<file path="src/rtl/apb_subordinate_ni.sv">
// -----------------------------------------------------------------------------
// apb_subordinate_ni
//
// APB completer-side network interface. Each APB transfer from the local
// requester is packed into a request packet and pushed to the NoC TX FIFO.
// The block then waits for the matching response packet on the RX FIFO and
// completes the APB transfer with PREADY/PRDATA/PSLVERR. Transfers are
// non-posted and single-outstanding; writes also wait for their response.
//
// Optional build macro:
//   APB_SUB_TIMEOUT_EN - bound the response wait to TIMEOUT_CYCLES. On expiry
//                        the transfer ends with PSLVERR=1 and the late
//                        response is popped and dropped later from idle.
//
// Ports:
//   PCLK             clock
//   PRESETn          synchronous active-low reset
//   in_apb_sigs      PADDR/PSELx/PENABLE/PWRITE/PWDATA from the requester
//   op_apb_sigs      PREADY/PRDATA/PSLVERR to the requester
//   out_req_pkt      request packet to the TX FIFO
//   req_fifo_full    TX FIFO full
//   req_fifo_wreq    TX FIFO write strobe (single-cycle pulse)
//   in_resp_pkt      response packet, valid the cycle after resp_fifo_rreq
//   resp_fifo_empty  RX FIFO empty
//   resp_fifo_rreq   RX FIFO read strobe (single-cycle pulse)
//
// Packet body layout (15-bit data_bits per flit):
//   request : flit0 = {PADDR[13:0], PWRITE}
//             {flit1, flit2, flit3[14:13]} = PWDATA (0 for reads)
//   response: {flit1, flit2, flit3[14:13]} = PRDATA, flit3[0] = error
// -----------------------------------------------------------------------------

package apb_ni_pkg;

  localparam int APB_ADDR_W     = 14;
  localparam int APB_DATA_W     = 32;
  localparam int FLIT_DATA_W    = 15;
  localparam int NUM_BODY_FLITS = 4;

  typedef struct packed {
    logic [APB_ADDR_W-1:0] PADDR;
    logic                  PSELx;
    logic                  PENABLE;
    logic                  PWRITE;
    logic [APB_DATA_W-1:0] PWDATA;
  } apb_req_s;

  typedef struct packed {
    logic                  PREADY;
    logic [APB_DATA_W-1:0] PRDATA;
    logic                  PSLVERR;
  } apb_resp_s;

  typedef struct packed {
    logic [FLIT_DATA_W-1:0] data_bits;
  } flit_s;

  typedef struct packed {
    flit_s [NUM_BODY_FLITS-1:0] body_flit;
  } req_packet_s;

  typedef struct packed {
    flit_s [NUM_BODY_FLITS-1:0] body_flit;
  } resp_packet_s;

endpackage

module apb_subordinate_ni
  import apb_ni_pkg::*;
#(
  parameter int ADDR_W         = 14,
  parameter int DATA_W         = 32,
  parameter int TIMEOUT_CYCLES = 256
) (
  input  logic         PCLK,
  input  logic         PRESETn,
  input  apb_req_s     in_apb_sigs,
  output apb_resp_s    op_apb_sigs,
  output req_packet_s  out_req_pkt,
  input  logic         req_fifo_full,
  output logic         req_fifo_wreq,
  input  resp_packet_s in_resp_pkt,
  input  logic         resp_fifo_empty,
  output logic         resp_fifo_rreq
);

  if (TIMEOUT_CYCLES < 2) begin : g_bad_timeout
    $error("TIMEOUT_CYCLES must be at least 2");
  end

  typedef enum logic [2:0] {
    SUB_IDLE_ST,
    SUB_REQ_ST,
    SUB_RESP_WAIT_ST,
    SUB_RESP_LATCH_ST,
    SUB_DONE_ST
  } sub_state_e;

  sub_state_e          state_q, state_d;
  logic                pwrite_q;
  logic [ADDR_W-1:0]   paddr_q;
  logic [DATA_W-1:0]   pwdata_q;
  logic [DATA_W-1:0]   prdata_q;
  logic                pslverr_q;

  logic                setup_seen;
  logic [DATA_W-1:0]   rsp_data;
  logic                rsp_err;

  // Fields of the response packet that carry nothing for this block.
  logic                resp_unused;
  assign resp_unused = ^{in_resp_pkt.body_flit[0].data_bits,
                         in_resp_pkt.body_flit[3].data_bits[12:1]};

  assign setup_seen = in_apb_sigs.PSELx && !in_apb_sigs.PENABLE;
  assign rsp_data   = {in_resp_pkt.body_flit[1].data_bits,
                       in_resp_pkt.body_flit[2].data_bits,
                       in_resp_pkt.body_flit[3].data_bits[14:13]};
  assign rsp_err    = in_resp_pkt.body_flit[3].data_bits[0];

`ifdef APB_SUB_TIMEOUT_EN
  localparam int CNT_W = (TIMEOUT_CYCLES > 2) ? $clog2(TIMEOUT_CYCLES) : 1;

  logic [CNT_W-1:0] wait_cnt_q;
  logic             drop_pending_q;  // a timed-out response is still owed
  logic             timeout_hit;
`endif

  // ---------------------------------------------------------------------------
  // Next-state and FIFO strobes
  // ---------------------------------------------------------------------------
  always_comb begin
    // NOTE: every output of this block gets a default first, so no path
    // through the case can leave one unassigned and infer a latch.
    state_d        = state_q;
    req_fifo_wreq  = 1'b0;
    resp_fifo_rreq = 1'b0;
`ifdef APB_SUB_TIMEOUT_EN
    timeout_hit    = 1'b0;
`endif

    unique case (state_q)
      SUB_IDLE_ST: begin
        if (setup_seen) state_d = SUB_REQ_ST;
`ifdef APB_SUB_TIMEOUT_EN
        // Drain the response of an earlier timed-out transfer.
        if (drop_pending_q && !resp_fifo_empty) resp_fifo_rreq = 1'b1;
`endif
      end
      SUB_REQ_ST: begin
        if (!req_fifo_full) begin
          req_fifo_wreq = 1'b1;
          state_d       = SUB_RESP_WAIT_ST;
        end
      end
      SUB_RESP_WAIT_ST: begin
        if (!resp_fifo_empty) begin
          resp_fifo_rreq = 1'b1;
          state_d        = SUB_RESP_LATCH_ST;
        end
`ifdef APB_SUB_TIMEOUT_EN
        else if (wait_cnt_q == CNT_W'(TIMEOUT_CYCLES - 1)) begin
          timeout_hit = 1'b1;
          state_d     = SUB_DONE_ST;
        end
`endif
      end
      SUB_RESP_LATCH_ST: state_d = SUB_DONE_ST;
      SUB_DONE_ST:       state_d = SUB_IDLE_ST;
      default:           state_d = SUB_IDLE_ST;
    endcase

    // The reset is synchronous, so the state is still live during the reset
    // cycle; gate the strobes so nothing is pushed or popped while held.
    if (!PRESETn) begin
      req_fifo_wreq  = 1'b0;
      resp_fifo_rreq = 1'b0;
    end
  end

  // ---------------------------------------------------------------------------
  // State and transfer registers
  // ---------------------------------------------------------------------------
  // NOTE: sequential state is assigned with <= only, so every register samples
  // the pre-edge value of every other register regardless of statement order.
  always_ff @(posedge PCLK) begin
    // NOTE: every register here is plain flops (no memory array), so all of
    // them are cleared by reset; nothing stale survives an aborted transfer.
    if (!PRESETn) begin
      state_q   <= SUB_IDLE_ST;
      pwrite_q  <= 1'b0;
      paddr_q   <= '0;
      pwdata_q  <= '0;
      prdata_q  <= '0;
      pslverr_q <= 1'b0;
    end else begin
      state_q <= state_d;

      if (state_q == SUB_IDLE_ST && setup_seen) begin
        pwrite_q <= in_apb_sigs.PWRITE;
        paddr_q  <= in_apb_sigs.PADDR;
        pwdata_q <= in_apb_sigs.PWRITE ? in_apb_sigs.PWDATA : '0;
      end

      if (state_q == SUB_RESP_LATCH_ST) begin
        prdata_q  <= pwrite_q ? '0 : rsp_data;
        pslverr_q <= rsp_err;
      end
`ifdef APB_SUB_TIMEOUT_EN
      else if (timeout_hit) begin
        prdata_q  <= '0;
        pslverr_q <= 1'b1;
      end
`endif
    end
  end

`ifdef APB_SUB_TIMEOUT_EN
  // Wait counter runs only in SUB_RESP_WAIT_ST and is zero on entry.
  always_ff @(posedge PCLK) begin
    if (!PRESETn) begin
      wait_cnt_q     <= '0;
      drop_pending_q <= 1'b0;
    end else begin
      if (state_q == SUB_RESP_WAIT_ST) wait_cnt_q <= wait_cnt_q + CNT_W'(1);
      else                             wait_cnt_q <= '0;

      if (timeout_hit)
        drop_pending_q <= 1'b1;
      else if (state_q == SUB_IDLE_ST && drop_pending_q && !resp_fifo_empty)
        drop_pending_q <= 1'b0;
    end
  end
`endif

  // ---------------------------------------------------------------------------
  // Outputs
  // ---------------------------------------------------------------------------
  always_comb begin
    op_apb_sigs = '0;
    if (state_q == SUB_DONE_ST) begin
      op_apb_sigs.PREADY  = 1'b1;
      op_apb_sigs.PRDATA  = prdata_q;
      op_apb_sigs.PSLVERR = pslverr_q;
    end
  end

  // The packet is a pure function of the latched fields, so it stays stable
  // from SUB_REQ_ST through SUB_DONE_ST whatever the requester does.
  always_comb begin
    out_req_pkt = '0;
    out_req_pkt.body_flit[0].data_bits       = {paddr_q[13:0], pwrite_q};
    out_req_pkt.body_flit[1].data_bits       = pwdata_q[31:17];
    out_req_pkt.body_flit[2].data_bits       = pwdata_q[16:2];
    out_req_pkt.body_flit[3].data_bits[14:13] = pwdata_q[1:0];
  end

endmodule

</file>
<file path="config.mk">
export PLATFORM = sky130hd
export DESIGN_NAME = apb_subordinate_ni
export DESIGN_NICKNAME = d
export VERILOG_FILES = /design/src/rtl/apb_subordinate_ni.sv
export SDC_FILE = /design/constraint.sdc
export NUM_CORES = 1
export LEC_CHECK = 0
export ABC_AREA = 1
export CAP_MARGIN = 25
export CORE_MARGIN = 1
export CORE_UTILIZATION = 25
export CTS_BUF_LIST = sky130_fd_sc_hd__clkbuf_4 sky130_fd_sc_hd__clkbuf_8
export CTS_CLUSTER_DIAMETER = 150
export DETAILED_ROUTE_END_ITERATION = 16
export PLACE_DENSITY = 0.56
export REMOVE_ABC_BUFFERS = 1
export SLEW_MARGIN = 20
export SYNTH_ARGS = -nofsm -noshare
export SYNTH_HDL_FRONTEND = slang
export SYNTH_SLANG_ARGS = --single-unit
</file>
<file path="constraint.sdc">
create_clock -name PCLK -period 2.2 [get_ports PCLK]
set_input_delay 0.44 -clock PCLK [delete_from_list [all_inputs] [get_ports PCLK]]
set_output_delay 0.44 -clock PCLK [all_outputs]
set_load 0.02 [all_outputs]
</file>
Word level (Yosys, flattened, before mapping)
Cells that the tools add are included.
{"block": "classes", "n_addsub": 0, "mul": 0, "n_div": 0, "magnitude_cmp": 0, "eq_ne": 7, "shift": 0, "mux": 13, "bitwise_logic": 0, "n_reduce_logical": 5}
{"operator": "32-bit two-way mux", "count": 2}
{"operator": "34-bit two-way mux", "count": 1}
{"operator": "3-bit case mux with 4 select lines", "count": 1}
{"operator": "3-bit two-way mux", "count": 3}
{"operator": "3-bit by 2-bit equality test with 1-bit output (second input constant)", "count": 2}
{"operator": "1-bit two-way mux", "count": 6}
{"operator": "2-bit != test (second input constant)", "count": 3}
{"operator": "3-bit by 1-bit equality test with 1-bit output (second input constant)", "count": 1}
{"operator": "3-bit equality test (second input constant)", "count": 1}
{"operator": "3-bit zero test", "count": 1}
{"operator": "3-bit AND reduction", "count": 1}
{"operator": "1-bit logical AND", "count": 2}
{"operator": "1-bit zero test", "count": 1}
{"block": "totals", "reg_bits": 83, "latch_bits": 0, "ram_bits": 0, "mem_bits_ro": 0, "input_bits": 113, "output_inout_bits": 96, "wordCells": 31, "memories": 0}

Depth between registers and ports, before layout
{"block": "logic_depth", "ltp_word": 4, "depth_mapped": 7, "mapped_depth_nobuf": 6}

Worst setup path after synthesis
OpenSTA, ideal clock, no wires.
{"block": "synth_path", "path_kind": "input-to-output", "start": "input port PRESETn", "end": "output port req_fifo_wreq", "arrival_time_ns": 1.305, "required_time_ns": 1.760, "path_slack_ns": 0.455, "path_stages": 4, "path_buffers": 2, "cell_sequence": "clkbuf_2 > inv_2 > buf_2 > nor3_1"}
{"block": "synth_between", "elab_chain_cells": 1}
{"item": "from (decl)", "line": "76", "source": "input logic PRESETn,"}
{"item": "1-bit two-way mux", "line": "175", "source": "if (!PRESETn) begin"}
{"item": "to (decl)", "line": "81", "source": "output logic req_fifo_wreq,"}
Every way passes these cells.

==> impl_results.md <==
- Area after DPL: roughly 5400 µm²
- CTS Buffer Depth: 2
- GRT Util Overall: 14.1%
- Worst Hold Depth: 2
- RSZ-0062 raised after global routing: false
- Outcome: finished clean
- Tcrit/Tclk final: 94.1%
- CP Data Required Time: 1.76 ns
- Worst Setup End Kind: primary output
- I/O Buffers: 168
- Total power divided by cell area: 690 nW/µm²
- Maximum vdd ir drop: about 0.34 mV
- Vias/cell: 4.21
- Max-cap violations: 0
- Later-pin clock latency in the skew report: around 0.36 ns
- #FFs+latches synth: 83
- Slowest-stage cell, CP: dfxtp_1
- Most frequent cells in the layout: nand2_1 (136), clkdlybuf4s50_1 (132), dfxtp_1 (83)
- CTS hold repair buffers: 0
- Family with the most delay on the worst path: buffers and inverters
- Minimum clock period: 2.07 ns
- Final setup vio count: 0
- Lkg Pwr: 0.00233 µW
- Combinational group share of total power: 25.6%
- DR iter-0 viols: 140
- WL per Instance: roughly 12 µm
- Post-synthesis sequential area ratio: 45.8%
- Worst hold path class: reg -> reg
- Mapped Cells: 534
- Horiz. Die Dim: ~120 µm
- Die area: 15,000 µm²
- Startpoint Class: flop
- RePlAce Congestion: 0.770
- Register area: 1660 µm²
- Reg clk slew, reported paths: 0.09 ns
- Setup TNS Final: 0 ns
- Cell row count: 43
- Count of pins over their slew limit: 0
- Clk root buf: clkbuf_8
- CP startpoint: state_q[1]$_SDFFE_PN0P_
- Net Sw Frac: roughly 31%
- Final WL: roughly 10 mm
- Post-route ant nets: 0
- Number of synthesis warnings: 0
- HPWL Detailed: 7.19 mm
- Total power: 3840 µW
- Post-CTS setup repair buffer count: 0
- Final #Nets: 802
- Commonest non-fill, non-tap cell in the layout: nand2_1
- Min-delay src: pwdata_q[24]$_SDFFE_PN0P_
- Die span in y: 122 µm
- Arr. time, crit path: 1.63 ns
- Worst slew margin relative to its limit: between 60% and 70%
- DRT Pass-1 Iters: 6
- Fin area: around 5600 µm²
- RR Startpoint: state_q[0]$_SDFFE_PN0P_
- Internal power: 2660 µW
- Reg2reg end: pwdata_q[14]$_SDFFE_PN0P_
- Initial antenna violation count: 0
- Setup Skew: ~0.0096 ns
- Post-route DRC violation count: 0
- Area Overhead vs Synth: 53.3%
- Reg2Reg Depth: 7
- Synth cell types: 19
- Fillers: between 1,000 and 1,500
- CTS H-tree depth: 3
- CTS buffer count: 9
- Critical path class: reg -> out
- Max Clk Rate: between 400 and 500 MHz
- GR Overflow Total: 0
- Crit-path max FO: 34
- N_diodes: 0
- Reg2reg setup slack: 0.72 ns
- Ordered list of cells on the worst path: nor2_1 > nand2_1 > buf_8 > nor2_1 > dlygate4sd2_1
- Worst-Margin Slew: between 0.5 and 0.6 ns
- Final hold violation count: 0
- Vias: about 3,700
- Crit path largest cell delay: 0.37 ns
- Mapped Area: 3630 µm²
- Final core occ: 39.6%
- Reg power frac: 44.5%
- Core ar.: 14,000 µm²
- Share of cells above drive strength 1: 5.04%
- Clk sink count: 83
- First-pass GRT wire length: 16.5 mm
- Largest net degree at the start of global routing: 38
- Crit path top cell by count: nor2_1
- Vias in the first global route: 3,412
- Critical path buffers and inverters: 2
- CTS tree: built
- Initial core utilization: about 26%
- I/O pin cnt: ~210
- Hold EP: pwdata_q[24]$_SDFFE_PN0P_
- Multi-input logic area: between 1000 and 1500 µm²
- Sw Pwr: ~1200 µW
- Clock Power Share: between 20% and 30%
- Synth Area per Inst: just under 7 µm²
through the flow:
step                      hold WS (ns)  std cells  worst slack (ns)
after global routing             0.487        874           0.00100
after global placement           0.444        858           -0.0518
after CTS                        0.464        874            0.0747
after floorplan                  0.429        497           -0.0193
final                            0.464        874             0.131
after detailed placement         0.452        858           -0.0396
per-layer routing:
metal	routed length, µm	vias to the layer above	GRT usage, %	share of wire (%)
li1	-	1914	-	-
met1	4650	1617	17.3	45
met2	4750	136	22.2	46
met3	886	10	5.16	8.5
met4	132	0	6.02	1.3
met5	0	-	0	0
worst reg2reg max path: stages (launching register included):
cell	delay (ns)
dfxtp_1	0.34
buf_4	0.15
nor2_4	0.12
nand2_1	0.10
nor2_4	0.09
buf_4	0.33
nand2_1	0.12
a21oi_1	0.15
synth_stat cells:
library cell | n | area share (%)
a21oi_1 | 66 | 9.1
buf_1 | 3 | 0.31
buf_2 | 10 | 1.4
buf_4 | 19 | 3.9
buf_6 | 3 | 0.93
clkbuf_1 | 13 | 1.3
clkbuf_2 | 1 | 0.14
conb_1 | 1 | 0.10
dfxtp_1 | 83 | 46
inv_1 | 70 | 7.2
inv_2 | 2 | 0.21
nand2_1 | 136 | 14
nand3_1 | 38 | 5.2
nand3_2 | 1 | 0.28
nand4_1 | 1 | 0.17
nor2_1 | 69 | 7.1
nor2_4 | 1 | 0.31
nor3_1 | 2 | 0.28
o21ai_0 | 15 | 2.1
logic make-up after synthesis:
logic type | after synthesis | share of synthesized area, %
and+or+nand+nor | 248 | 27.5
other | 1 | 0.103
AOI/OAI and AO/OA | 81 | 11.2
DFF | 83 | 45.8
buffers and inverters | 121 | 15.5
registers in the layout, summed over array words and instances, names as in the netlist:
register   flops
paddr_q       14
prdata_q      32
pslverr_q      1
pwdata_q      32
pwrite_q       1
state_q        3
cell type report:
class,instances,share of cell area (%)
Timing Repair Buffer,181,31.3
Sequential cell,83,29.9
Multi-Input combinational cell,342,26.2
Inverter,72,4.86
Tap cell,180,4.05
Clock buffer,12,2.86
Clock inverter,4,0.877
power by group through the flow:
stage / clock network (µW) / logic (µW) / registers [µW]
after floorplan: 0 / 401 / 1830
after global placement: 0 / 986 / 1740
after detailed placement: 0 / 997 / 1740
after CTS: 1210 / 1000 / 1710
after global routing: 1270 / 1090 / 1730
final: 1150 / 984 / 1710
what timing repair did:
item,CTS,global route
resized for setup,38,4
endpoints found under the hold margin,0,0
pin swaps,0,0
setup endpoints to repair,36,3
how the worst max path moves through the flow:
stage,end,slack (ns),cells past startpoint
2_1_floorplan,paddr_q[0]$_SDFFE_PN0P_,-0.02,5
3_3_place_gp,req_fifo_wreq,-0.05,4
3_5_place_dp,resp_fifo_rreq,-0.04,4
4_1_cts,op_apb_sigs[1],0.07,5
5_1_grt,op_apb_sigs[3],0.001,5
6_report,op_apb_sigs[3],0.13,5
Note: power is estimated with default switching activity, not from simulation.
